--- src/rtl/read_router_pkg.sv ---
// Shared types and constants for the AXI read-data return path.
// Holds the router FSM encoding, default master tags and slave indices.
package read_router_pkg;

    typedef enum logic [1:0] {
        IDLE    = 2'd0,
        LOCK_S0 = 2'd1,
        LOCK_S1 = 2'd2
    } rd_state_t;

    localparam int AXI_IDS_BITS  = 8;
    localparam int AXI_ID_BITS   = 4;
    localparam int AXI_DATA_BITS = 32;

    localparam logic [3:0] MASTER_TAG_M0_DEFAULT = 4'd0;
    localparam logic [3:0] MASTER_TAG_M1_DEFAULT = 4'd1;

    localparam logic SLAVE_S0 = 1'b0;
    localparam logic SLAVE_S1 = 1'b1;

    function automatic rd_state_t lock_state(input logic slave_idx);
        return (slave_idx == SLAVE_S1) ? LOCK_S1 : LOCK_S0;
    endfunction

endpackage

--- src/rtl/rr_arb2.sv ---
// Two-request round-robin arbiter; ptr names the requester that wins a tie
// and moves past the winner whenever the owner reports a completed burst.
module rr_arb2 (
    input  logic       clk,
    input  logic       rst,
    input  logic [1:0] req,
    input  logic       update,
    input  logic       upd_winner,
    output logic       gnt_valid,
    output logic       gnt_idx,
    output logic       ptr
);

    // NOTE: state registers use non-blocking assignment so every flop samples
    // pre-edge values regardless of process ordering.
    always_ff @(posedge clk) begin
        if (rst) begin
            ptr <= 1'b0;
        end else if (update) begin
            ptr <= ~upd_winner;
        end
    end

    always_comb begin
        gnt_valid = |req;
        unique case (req)
            2'b01:   gnt_idx = 1'b0;
            2'b10:   gnt_idx = 1'b1;
            2'b11:   gnt_idx = ptr;
            default: gnt_idx = 1'b0;
        endcase
    end

endmodule

--- src/rtl/read_data_router.sv ---
// Routes R-channel beats from slaves S0/S1 to masters M0/M1 by RID tag,
// locking the path to one slave until its RLAST beat completes.
module read_data_router
    import read_router_pkg::*;
#(
    parameter logic [3:0] MASTER_TAG_M0 = MASTER_TAG_M0_DEFAULT,
    parameter logic [3:0] MASTER_TAG_M1 = MASTER_TAG_M1_DEFAULT
) (
    input  logic        ACLK,
    input  logic        ARESET,

    input  logic [7:0]  RID_S0,
    input  logic [31:0] RDATA_S0,
    input  logic [1:0]  RRESP_S0,
    input  logic        RLAST_S0,
    input  logic        RVALID_S0,
    output logic        RREADY_S0,

    input  logic [7:0]  RID_S1,
    input  logic [31:0] RDATA_S1,
    input  logic [1:0]  RRESP_S1,
    input  logic        RLAST_S1,
    input  logic        RVALID_S1,
    output logic        RREADY_S1,

    output logic [3:0]  RID_M0,
    output logic [31:0] RDATA_M0,
    output logic [1:0]  RRESP_M0,
    output logic        RLAST_M0,
    output logic        RVALID_M0,
    input  logic        RREADY_M0,

    output logic [3:0]  RID_M1,
    output logic [31:0] RDATA_M1,
    output logic [1:0]  RRESP_M1,
    output logic        RLAST_M1,
    output logic        RVALID_M1,
    input  logic        RREADY_M1
);

    rd_state_t   state;
    rd_state_t   state_next;

    logic        arb_gnt_valid;
    logic        arb_gnt_idx;
    logic        arb_ptr;

    logic        gnt_valid;
    logic        gnt_idx;
    logic [7:0]  sel_rid;
    logic [31:0] sel_data;
    logic [1:0]  sel_resp;
    logic        sel_last;
    logic        sel_valid;
    logic        to_m0;
    logic        to_m1;
    logic        sel_ready;
    logic        handshake;

    rr_arb2 u_arb (
        .clk        (ACLK),
        .rst        (ARESET),
        .req        ({RVALID_S1, RVALID_S0}),
        .update     (handshake & sel_last),
        .upd_winner (gnt_idx),
        .gnt_valid  (arb_gnt_valid),
        .gnt_idx    (arb_gnt_idx),
        .ptr        (arb_ptr)
    );

    always_ff @(posedge ACLK) begin
        if (ARESET) begin
            state <= IDLE;
        end else begin
            state <= state_next;
        end
    end

    // A locked slave keeps the grant even while its RVALID is low between beats.
    always_comb begin
        unique case (state)
            LOCK_S0: begin gnt_valid = 1'b1; gnt_idx = SLAVE_S0; end
            LOCK_S1: begin gnt_valid = 1'b1; gnt_idx = SLAVE_S1; end
            default: begin gnt_valid = arb_gnt_valid; gnt_idx = arb_gnt_idx; end
        endcase
    end

    assign sel_rid   = (gnt_idx == SLAVE_S1) ? RID_S1    : RID_S0;
    assign sel_data  = (gnt_idx == SLAVE_S1) ? RDATA_S1  : RDATA_S0;
    assign sel_resp  = (gnt_idx == SLAVE_S1) ? RRESP_S1  : RRESP_S0;
    assign sel_last  = (gnt_idx == SLAVE_S1) ? RLAST_S1  : RLAST_S0;
    assign sel_valid = (gnt_idx == SLAVE_S1) ? RVALID_S1 : RVALID_S0;

    assign to_m0 = (sel_rid[7:4] == MASTER_TAG_M0);
    assign to_m1 = !to_m0 && (sel_rid[7:4] == MASTER_TAG_M1);

    // Beats carrying an unknown tag are sunk so a stray ID cannot wedge the path.
    assign sel_ready = to_m0 ? RREADY_M0 : (to_m1 ? RREADY_M1 : 1'b1);
    assign handshake = !ARESET && gnt_valid && sel_valid && sel_ready;

    // NOTE: every output is given a default before the conditional drive, so
    // no path leaves a signal unassigned and no latch is inferred.
    always_comb begin
        RREADY_S0 = 1'b0;
        RREADY_S1 = 1'b0;
        RID_M0    = '0;
        RDATA_M0  = '0;
        RRESP_M0  = '0;
        RLAST_M0  = 1'b0;
        RVALID_M0 = 1'b0;
        RID_M1    = '0;
        RDATA_M1  = '0;
        RRESP_M1  = '0;
        RLAST_M1  = 1'b0;
        RVALID_M1 = 1'b0;

        if (!ARESET && gnt_valid) begin
            if (gnt_idx == SLAVE_S1) begin
                RREADY_S1 = sel_ready;
            end else begin
                RREADY_S0 = sel_ready;
            end

            if (to_m0) begin
                RID_M0    = sel_rid[3:0];
                RDATA_M0  = sel_data;
                RRESP_M0  = sel_resp;
                RLAST_M0  = sel_last;
                RVALID_M0 = sel_valid;
            end else if (to_m1) begin
                RID_M1    = sel_rid[3:0];
                RDATA_M1  = sel_data;
                RRESP_M1  = sel_resp;
                RLAST_M1  = sel_last;
                RVALID_M1 = sel_valid;
            end
        end
    end

    // A granted slave locks unless it finishes a single-beat burst at once.
    always_comb begin
        state_next = state;
        unique case (state)
            IDLE: begin
                if (gnt_valid && !(handshake && sel_last)) begin
                    state_next = lock_state(gnt_idx);
                end
            end
            LOCK_S0, LOCK_S1: begin
                if (handshake && sel_last) begin
                    state_next = IDLE;
                end
            end
            default: state_next = IDLE;
        endcase
    end

endmodule

--- config.mk ---
export PLATFORM = sky130hd
export DESIGN_NAME = read_data_router
export DESIGN_NICKNAME = d
export VERILOG_FILES = /design/src/rtl/read_router_pkg.sv /design/src/rtl/rr_arb2.sv /design/src/rtl/read_data_router.sv
export SDC_FILE = /design/constraint.sdc
export NUM_CORES = 1
export LEC_CHECK = 0
export CORE_ASPECT_RATIO = 0.75
export CORE_MARGIN = 4
export CORE_UTILIZATION = 40
export DETAILED_ROUTE_END_ITERATION = 12
export DONT_BUFFER_PORTS = 1
export RECOVER_POWER = 100
export SLEW_MARGIN = 20
export SYNTH_ARGS = -nofsm -noshare
export SYNTH_HDL_FRONTEND = slang
export SYNTH_SLANG_ARGS = --single-unit
--- constraint.sdc ---
create_clock -name ACLK -period 2.54 [get_ports ACLK]
set_input_delay 0.254 -clock ACLK [delete_from_list [all_inputs] [get_ports ACLK]]
set_output_delay 0.254 -clock ACLK [all_outputs]
set_load 0.05 [all_outputs]
# After elaboration in Yosys (flattened, before gate mapping)
# Cells that the tools add are included.
[word_totals] romBits=0 ramBits=0 output_inout_bits=82 n_memories=0 register_bits=3 latch_bits=0
[classes] div=0 n_eq_ne=7 n_shift=0 mul=0 n_lt_le_gt_ge=0 mux=43 reduce_logical=14 addsub=0 bitwise=2
[ops] operator="$mux W32" count=6
[ops] operator="$mux W4" count=5
[ops] operator="$mux W1" count=19
[ops] operator="$mux W2" count=9
[ops] operator="$mux W8" count=1
[ops] operator="$eq A2 B2 Y1 const B" count=3
[ops] operator="$logic_and A1 B1 Y1" count=6
[ops] operator="$eq A4 B1 Y1 const B" count=1
[ops] operator="$logic_not A4 Y1" count=1
[ops] operator="$pmux W1 S2" count=2
[ops] operator="$pmux W2 S2" count=1
[ops] operator="$reduce_or A2 Y1" count=2
[ops] operator="$logic_not A1 Y1" count=3
[ops] operator="$eq A2 B1 Y1 const B" count=1
[ops] operator="$logic_not A2 Y1" count=1
[ops] operator="$ne A2 B1 Y1 const B" count=1
[ops] operator="$ne A2 B2 Y1 const B" count=1
[ops] operator="$reduce_and A2 Y1" count=1
[ops] operator="$and A1 B1 Y1" count=1
[ops] operator="$not A1 Y1" count=1

# Longest topological paths before layout
# Gate-level depths: netlist of the first run.
[depth] ltp_word=15 mapped_depth=9 depth_no_buf=7

# By module
# Synthesis of the first run repeated with hierarchy kept, for this count alone.
[hier_totals] cells_unflattened=270 area_unflattened_um2=1470.2
[modules_own_cells] module="read_data_router" n_inst=1 cells_each=264 area_each_um2=1416.4
[modules_own_cells] module="rr_arb2" n_inst=1 cells_each=6 area_each_um2=53.8

# Worst setup path after synthesis of the first run
# No wires, ideal clock.
[synth_timing] path_kind="register -> output" start="reg state[1]" end="out RREADY_S0" required_ns=2.286 path_stages_with_launch=8 arrival_time_ns=2.572 n_path_buf=2 path_slack_ns=-0.286 path_cell_list="dfxtp_1 -> inv_1 -> ha_1 -> buf_4 -> and2b_1 -> a22o_2 -> clkbuf_1 -> nor3_1"
[synth_via] elab_chain_cells=10 elab_cells_between_ends=15 cone_classes="eq/ne (3); mux (7); reduce/logical (5)"
[synth_lines] element="start: declaration" line="read_data_router.sv:41" source="rd_state_t state;"
[synth_lines] element="start signal: assignment" line="read_data_router.sv:75" source="state <= state_next;"
[synth_lines] element="$eq A2 B2 Y1 / $eq A2 B1 Y1 (equally long branches)" line="read_data_router.sv:81" source="unique case (state)"
[synth_lines] element="$pmux W1 S2" line="read_data_router.sv:81"
[synth_lines] element="$mux W8" line="read_data_router.sv:88" source="assign sel_rid = (gnt_idx == SLAVE_S1) ? RID_S1 : RID_S0;"
[synth_lines] element="$logic_not A4 Y1" line="read_data_router.sv:94" source="assign to_m0 = (sel_rid[7:4] == MASTER_TAG_M0);"
[synth_lines] element="$logic_not A1 Y1" line="read_data_router.sv:95" source="assign to_m1 = !to_m0 && (sel_rid[7:4] == MASTER_TAG_M1);"
[synth_lines] element="$logic_and A1 B1 Y1" line="read_data_router.sv:95"
[synth_lines] element="$mux W1 (2 in series)" line="read_data_router.sv:98" source="assign sel_ready = to_m0 ? RREADY_M0 : (to_m1 ? RREADY_M1 : 1'b1);"
[synth_lines] element="$mux W1" line="read_data_router.sv:118" source="if (gnt_idx == SLAVE_S1) begin"
[synth_lines] element="$mux W1 (*)" line="read_data_router.sv:117" source="if (!ARESET && gnt_valid) begin"
[synth_lines] element="end: declaration" line="read_data_router.sv:17" source="output logic RREADY_S0,"
# Mark *: on every way between the ends. The rest lies on a longest branch, timed or not.

# Worst setup path after layout of the first run
[layout_timing] start="reg state[0]" end="out RDATA_M1[21]"
[layout_via] elab_chain_cells=9 elab_cells_between_ends=15 cone_classes="eq/ne (3); mux (7); reduce/logical (5)"
[layout_lines] element="$eq A2 B2 Y1 / $eq A2 B1 Y1 (equally long branches)" line="read_data_router.sv:81"
[layout_lines] element="$pmux W1 S2" line="read_data_router.sv:81"
[layout_lines] element="$mux W8" line="read_data_router.sv:88"
[layout_lines] element="$logic_not A4 Y1" line="read_data_router.sv:94"
[layout_lines] element="$logic_not A1 Y1" line="read_data_router.sv:95"
[layout_lines] element="$logic_and A1 B1 Y1" line="read_data_router.sv:95"
[layout_lines] element="$mux W32" line="read_data_router.sv:130" source="end else if (to_m1) begin"
[layout_lines] element="$mux W32" line="read_data_router.sv:124" source="if (to_m0) begin"
[layout_lines] element="$mux W32 (*)" line="read_data_router.sv:117"
[layout_lines] element="end: declaration" line="read_data_router.sv:34" source="output logic [31:0] RDATA_M1,"
# Marks and branches as above.

==> impl_metrics.json, run 1 <==
{
  "status": "complete, but fails checks",
  "violations": "negative setup slack",
  "cts_sinks": 3,
  "r2r-end": "state[1]",
  "dp_hpwl_um": 4720,
  "hold_depth": 1,
  "antenna_found_initial": 0,
  "io-pin-count": 174,
  "clock_path_buffers": 2,
  "power-per-cell-area_nw_per_um2": 372,
  "synth-seq-area-share_pct": 4.18,
  "peakVddDrop_mv": 0.244,
  "fin_ws_ps": -71.9,
  "dr.pass1.iters": 4,
  "final_common_cell": "nand2_1",
  "rsz0062_at_grt": "true",
  "postSynthNetCount": 357,
  "grt_pass1_wl_um": 8880,
  "syn_avg_cell_area_um2": 5.46,
  "final-setup-viol-count": 47,
  "numCtsBuffers": 3,
  "r2r-start": "state[0]",
  "port_buffers": 0,
  "cts_tree": "built",
  "die_w_um": 77.2,
  "synth_cell_type_count": 30,
  "grt_max_degree": 30,
  "crit_fanout": 7,
  "cts.reportedPaths.clkPinSlew_ps": 40,
  "worstPathRequired_ps": 2290,
  "wl_um": 8000,
  "root_buffer": "clkbuf_8",
  "slew_headroom_pct": 58.8,
  "worst_pin_slew_ps": 610,
  "diodes": 0,
  "rows": 18,
  "vias": 2278,
  "hold_class": "in -> reg",
  "nNetsFinal": 447,
  "reg2reg_depth": 8,
  "final-hold-violation-count": 0,
  "slew_violations": 0,
  "end_kind": "output port",
  "finClkSkew_ps": 5.16,
  "cts_hold_buf": 0,
  "syn_inst": 263,
  "critPathArrivalTime_ps": 2360,
  "period_share_pct": 103,
  "area_growth_pct": 111,
  "drcViolationCount": 0,
  "hold_slack_ps": 111,
  "finalPower_w": 0.00113,
  "min_period_ps": 2610,
  "grt_usage_pct": 23.1,
  "yosys_warnings": 0,
  "dieArea_um2": 4620,
  "insertion_delay_ps": 220,
  "hp-start": "ARESET",
  "drtIter0Drc": 138,
  "ant_nets": 0,
  "reg2reg_slack_ps": 170,
  "wl_per_cell_um": 20.4,
  "synth_area_um2": 1440,
  "die_y_um": 59.9,
  "gp_congestion": 0.914,
  "initial_core_util_pct": 42.5,
  "whs_endpoint": "u_arb.ptr",
  "worstSetupStartpointType": "flop",
  "htree_levels": 1,
  "vias_per_cell": 5.81,
  "worstSetupPathType": "reg -> out",
  "place_area_um2": 2370,
  "grt_pass1_vias": 1988,
  "layout_common_cells": "nand2_1, nor2b_2, buf_4, buf_6, a21oi_1",
  "layout-drive-gt1-share_pct": 60.2,
  "drv_cap": 0,
  "max_freq_mhz": 383,
  "p_leak_nw": 1.22,
  "fin_area_um2": 3030,
  "grt-ovfl-total": 0,
  "ys_ff_latch": 3,
  "core_area_um2": 3380
}
-- worst max-delay path, stage by stage, from the launching register on --
cell       delay, ps
dfxtp_2          340
inv_2             60
ha_4             260
and2b_2          250
a22oi_4          210
buf_12           160
buf_8            120
a31oi_4           80
buf_12           160
clkbuf_16        170
nor2b_2          140
buf_6            170
-- routing by layer --
| layer | up-vias | routed length, um | track usage [%] |
|---|---|---|---|
| met5 | - | 0 | 0 |
| met4 | 0 | 307 | 8.63 |
| met3 | 32 | 760 | 6.48 |
| met2 | 143 | 4020 | 42.4 |
| met1 | 1069 | 2920 | 25.9 |
| li1 | 1034 | - | - |
-- power by group --
group | switching, W | internal [W]
Combinational | 0.000503 | 0.000414
Clock | 0.0000392 | 0.000108
Sequential | 0.00000796 | 0.0000580
Total | 0.000550 | 0.000580
-- cell families (layout without fill, tap and decap cells) --
kind of cell / count (synthesis) / after routing / synth area share (%)
compound gates: 52 / 52 / 21.3
mux: 1 / 1 / 0.697
simple gates: 181 / 181 / 65.3
buf+inv: 24 / 113 / 6.80
fa+ha+maj: 2 / 2 / 1.74
flops: 3 / 3 / 4.18
-- synthesized netlist by cell type --
| cell | instances | area [um^2] |
|---|---|---|
| a21oi_1 | 42 | 210 |
| buf_4 | 1 | 7.51 |
| a211o_1 | 1 | 8.76 |
| a31oi_1 | 1 | 6.26 |
| mux2i_1 | 1 | 10.0 |
| nand2b_1 | 1 | 6.26 |
| nand2_1 | 79 | 297 |
| a211oi_1 | 3 | 22.5 |
| inv_1 | 2 | 7.51 |
| or2b_2 | 1 | 8.76 |
| nand3b_1 | 2 | 15.0 |
| nor3_1 | 5 | 25.0 |
| or4b_4 | 1 | 13.8 |
| dfxtp_1 | 3 | 60.1 |
| or3_2 | 1 | 7.51 |
| o32ai_1 | 2 | 17.5 |
| nor4b_1 | 1 | 8.76 |
| and2b_1 | 2 | 15.0 |
| buf_1 | 3 | 11.3 |
| ha_1 | 2 | 25.0 |
| or3_1 | 1 | 6.26 |
| nor2b_1 | 79 | 494 |
| nor3b_1 | 2 | 15.0 |
| clkbuf_1 | 15 | 56.3 |
| a22o_2 | 1 | 10.0 |
| a22oi_4 | 1 | 21.3 |
| buf_2 | 3 | 15.0 |
| or2_2 | 1 | 6.26 |
| a32oi_1 | 1 | 8.76 |
| nor2_1 | 5 | 18.8 |
-- timing repair --
| action | CTS | global route |
|---|---|---|
| buffers inserted | 0 | 8 |
| gates cloned | 0 | 5 |
| endpoints found under the setup margin | 36 | 80 |
| pin swaps | 1 | 3 |
| resized for setup | 8 | 96 |
-- cell type report --
cell class | instances | area (um^2)
well taps | 40 | 50.0
flip-flops and latches | 3 | 62.6
repair buffers | 107 | 1180
inverters | 2 | 7.51
fillers | 151 | 344
clock buffers | 4 | 45.0
multi-input cells | 236 | 1690
-- metrics by stage --
step	setup slack (ps)	std cells	util [%]	TNS, ps
after floorplan	39.0	263	-	0
after global placement	209	375	70.3	0
after detailed placement	145	375	70.3	0
after CTS	6.15	379	72.7	0
after global routing	-123	392	89.8	-4470
final	-71.9	392	89.8	-1320
-- how the worst max path moves through the flow --
stage | depth (start not counted) | slack, ps | to | start
after detailed placement | 9 | 140 | RDATA_M1[20] | state[1]
after CTS | 9 | 6 | RDATA_M0[7] | state[1]
final | 11 | -70 | RDATA_M1[21] | state[0]
after floorplan | 9 | 40 | RDATA_M0[11] | state[0]
after global routing | 11 | -120 | RDATA_M1[21] | state[0]
after global placement | 9 | 210 | RDATA_M1[17] | state[1]
-- flip-flops by register name, indices dropped and copies added (netlist names) --
name and cells:
u_arb.ptr 1, state 2
Power figures use the tool's default switching activity.
==> inputs of run 2 (changes only) <==
- clock period: 2.54 -> 2.95 ns (I/O delays scaled with it)
==> impl_metrics.json, run 2 (synthesis gave the netlist of run 1 again) <==
{
  "ant_nets": 0,
  "htree_levels": 1,
  "cts_sinks": 3,
  "worstSetupPathType": "reg -> out",
  "io-pin-count": 174,
  "insertion_delay_ps": 210,
  "dp_hpwl_um": 4460,
  "die_w_um": 77.2,
  "final_common_cell": "buf_4",
  "grt-ovfl-total": 0,
  "root_buffer": "clkbuf_8",
  "fillCellCount": 305,
  "grt_pass1_wl_um": 8730,
  "critPathArrivalTime_ps": 2460,
  "layout_common_cells": "buf_4, nand2_1, nor2b_1, a21oi_1, nor2_1",
  "drv_cap": 0,
  "top_regs": "state (2), u_arb.ptr (1)",
  "rows": 18,
  "core_area_um2": 3380,
  "cts_tree": "built",
  "tns_ps": 0,
  "finalPower_w": 0.000744,
  "min_period_ps": 2750,
  "hold_slack_ps": 151,
  "post-place-ws_ps": 153,
  "antenna_found_initial": 0,
  "worst_pin_slew_ps": 677,
  "dieArea_um2": 4620,
  "fin_ws_ps": 199,
  "rsz0062_at_grt": "false",
  "vias": 2058,
  "grt_usage_pct": 22.6,
  "place_area_um2": 2110,
  "final-hold-violation-count": 0,
  "wl_per_cell_um": 16.0,
  "final-setup-viol-count": 0,
  "vias_per_cell": 5.49,
  "cts.reportedPaths.clkPinSlew_ps": 30,
  "die_y_um": 59.9,
  "dr.pass1.iters": 4,
  "crit_fanout": 31,
  "slew_headroom_pct": 54.5,
  "fin_area_um2": 2220,
  "drtIter0Drc": 73,
  "status": "completed",
  "post_cts_buffers": 0,
  "end_kind": "output port",
  "initial_core_util_pct": 42.5,
  "max_freq_mhz": 364,
  "drcViolationCount": 0,
  "top_register": "state",
  "cts_hold_buf": 0,
  "power-per-cell-area_nw_per_um2": 336,
  "hold_class": "in -> reg",
  "numCtsBuffers": 3,
  "gp_congestion": 0.837,
  "diodes": 0,
  "clock_path_buffers": 2,
  "p_leak_nw": 0.967,
  "worstPathRequired_ps": 2650,
  "area_growth_pct": 54.4,
  "largest_register_ffs": 2,
  "finClkSkew_ps": 1.84,
  "port_buffers": 0,
  "peakVddDrop_mv": 0.282,
  "wl_um": 5980,
  "grt_max_degree": 41,
  "worstSetupStartpointType": "flop",
  "layout-drive-gt1-share_pct": 30.7,
  "nNetsFinal": 430,
  "period_share_pct": 93.2,
  "slew_violations": 0,
  "grt_pass1_vias": 1972
}
==> run 2: worst paths after layout <==
path | start | to | slack, ps | cells past startpoint
max | state[1] | RID_M1[3] | 200 | 10
min | ARESET | u_arb.ptr | 150 | 1
max reg2reg | state[0] | state[1] | 570 | 9
min reg2reg | state[0] | state[0] | 520 | 2
==> run 2: timing repair <==
| item | CTS | global route |
|---|---|---|
| gates resized for setup | 0 | 8 |
| pin swaps | 1 | 1 |
| endpoints found under the setup margin | 40 | 74 |
| cloned | 1 | 1 |
==> run 2: power breakdown <==
part            total, W  switching [W]  internal (W)  leakage (nW)
Clock           0.000118      0.0000260     0.0000921        0.0228
Sequential     0.0000549     0.00000635     0.0000486        0.0246
Combinational   0.000571       0.000353      0.000218         0.920
==> run 2: critical path, stage by stage, from the launching register on <==
cell     delay [ps]
dfxtp_1         370
inv_1            60
ha_1            280
and2b_1         220
a22oi_4         210
buf_6           230
buf_12          200
nand2_1          70
a21oi_1         210
nor2b_1         170
buf_4           210
==> run 2: final cells by class <==
cell class | count | area [um^2] | share of cell area, %
sequential | 3 | 60.1 | 2.71
inverter | 2 | 7.51 | 0.339
timing repair buffer | 88 | 702 | 31.7
clock buffer | 4 | 45.0 | 2.03
tap | 40 | 50.0 | 2.26
multi-input combinational | 238 | 1350 | 61.0
==> run 2: per-layer routing <==
layer	routed length [um]	GRT usage, %
met5	0	0
met4	40	5.33
met3	608	4.82
met2	3070	44.9
met1	2270	24.8
==> run 2: per-stage QoR <==
step	std cells	util (%)
floorplan	263	-
global placement	369	62.4
detailed placement	369	62.4
CTS	374	64.1
global route	375	65.6
finish	375	65.6
==> inputs of run 3 (changes only) <==
- clock period: 2.95 -> 2.8 ns (I/O delays scaled with it)
==> impl_metrics.json, run 3 (synthesis gave the netlist of run 1 again) <==
{
  "reg2reg_depth": 8,
  "cts_resized": 0,
  "dp_hpwl_um": 4640,
  "worstSetupStartpointType": "flop",
  "vias_per_cell": 5.31,
  "dr.pass1.iters": 6,
  "crit_fanout": 17,
  "top_regs": "state (2), u_arb.ptr (1)",
  "diodes": 0,
  "max_stage_delay_ps": 370,
  "die_y_um": 59.9,
  "drcViolationCount": 0,
  "max_freq_mhz": 376,
  "grt_max_degree": 30,
  "final-setup-viol-count": 0,
  "post_cts_buffers": 0,
  "die_w_um": 77.2,
  "nNetsFinal": 434,
  "end_kind": "output port",
  "wl_um": 5820,
  "place_area_um2": 2170,
  "layout-drive-gt1-share_pct": 32.7,
  "largest_register_ffs": 2,
  "clock_path_buffers": 2,
  "period_share_pct": 95.0,
  "worstPathRequired_ps": 2520,
  "core_area_um2": 3380,
  "hold_class": "in -> reg",
  "cp_top_family": "buffers and inverters",
  "min_period_ps": 2660,
  "worstSetupPathType": "reg -> out",
  "finClkSkew_ps": 4.43,
  "vias": 2012,
  "area_growth_pct": 58.2,
  "peakVddDrop_mv": 0.191,
  "crit_cells": 9,
  "gp_congestion": 0.802,
  "cts_tree": "built",
  "root_buffer": "clkbuf_8",
  "final-hold-violation-count": 0,
  "insertion_delay_ps": 220,
  "dieArea_um2": 4620,
  "rows": 18,
  "port_buffers": 0,
  "drtIter0Drc": 90,
  "hold_depth": 1,
  "slew_headroom_pct": 66.8,
  "grt_pass1_wl_um": 8380,
  "cts_sinks": 3,
  "fillCellCount": 293,
  "critPathArrivalTime_ps": 2380,
  "p_leak_nw": 1.00,
  "cpMostUsedCell": "buf_4",
  "initial_core_util_pct": 42.5,
  "grt-ovfl-total": 0,
  "drv_cap": 0,
  "crit_slowest_cell": "ha_2",
  "antenna_found_initial": 0,
  "fin_area_um2": 2270,
  "grt_usage_pct": 21.8,
  "dp.cells": 374,
  "worst_pin_slew_ps": 491,
  "cts.reportedPaths.clkPinSlew_ps": 30,
  "status": "completed",
  "ant_nets": 0,
  "crit_chain": "inv_1 -> ha_2 -> and2b_1 -> a22oi_4 -> buf_6 -> a21oi_4 -> buf_4 -> nor2b_1 -> buf_4",
  "layout_common_cells": "buf_4, nand2_1, nor2b_1, a21oi_1, buf_6",
  "final_cell_count_no_fill": 379,
  "numCtsBuffers": 3,
  "cp_num_buf_inv": 4,
  "grt_pass1_vias": 1860,
  "slew_violations": 0,
  "top_register": "state",
  "htree_levels": 1,
  "io-pin-count": 174,
  "final_common_cell": "buf_4",
  "wl_per_cell_um": 15.3,
  "cts_hold_buf": 0,
  "power-per-cell-area_nw_per_um2": 357
}
[run 3: report_power, final]
| group | switching (W) | internal, W | total [W] |
|---|---|---|---|
| logic | 0.000373 | 0.000251 | 0.000624 |
| clock network | 0.0000301 | 0.0000972 | 0.000127 |
| registers | 0.00000693 | 0.0000518 | 0.0000587 |
| total | 0.000410 | 0.000400 | 0.000810 |
[run 3: final cells by class]
cell class              count  area, um^2  share of cell area (%)
clock buffers               4        45.0                    1.98
inverters                   2        7.51                   0.331
multi-input cells         236        1330                    58.6
flip-flops and latches      3        61.3                    2.70
well taps                  40        50.0                    2.20
repair buffers             94         776                    34.2
[run 3: worst paths after layout]
| kind | from | end | slack (ps) |
|---|---|---|---|
| setup reg to reg | state[0] | state[0] | 520 |
| hold / removal | ARESET | u_arb.ptr | 140 |
| hold reg to reg | u_arb.ptr | u_arb.ptr | 540 |
| setup / recovery | state[0] | RDATA_M0[13] | 140 |
[run 3: per-layer routing]
layer	vias up	global-route usage, %	part of all wire [%]
li1	1007	-	-
met1	887	25.5	39
met2	110	40.7	51
met3	8	4.67	9.5
met4	0	6.35	0.88
met5	-	0	0
[run 3: through the flow]
stage | total power (W) | hold slack (ps) | setup WS [ps] | TNS (ps) | util (%)
after floorplan | 0.000498 | 352 | 23.6 | 0 | -
after global placement | 0.000632 | 357 | 337 | 0 | 64.1
after detailed placement | 0.000644 | 361 | 267 | 0 | 64.1
after CTS | 0.000776 | 135 | 14.7 | 0 | 65.5
after global routing | 0.000872 | 141 | -0.247 | -0.247 | 67.2
final | 0.000810 | 140 | 141 | 0 | 67.2
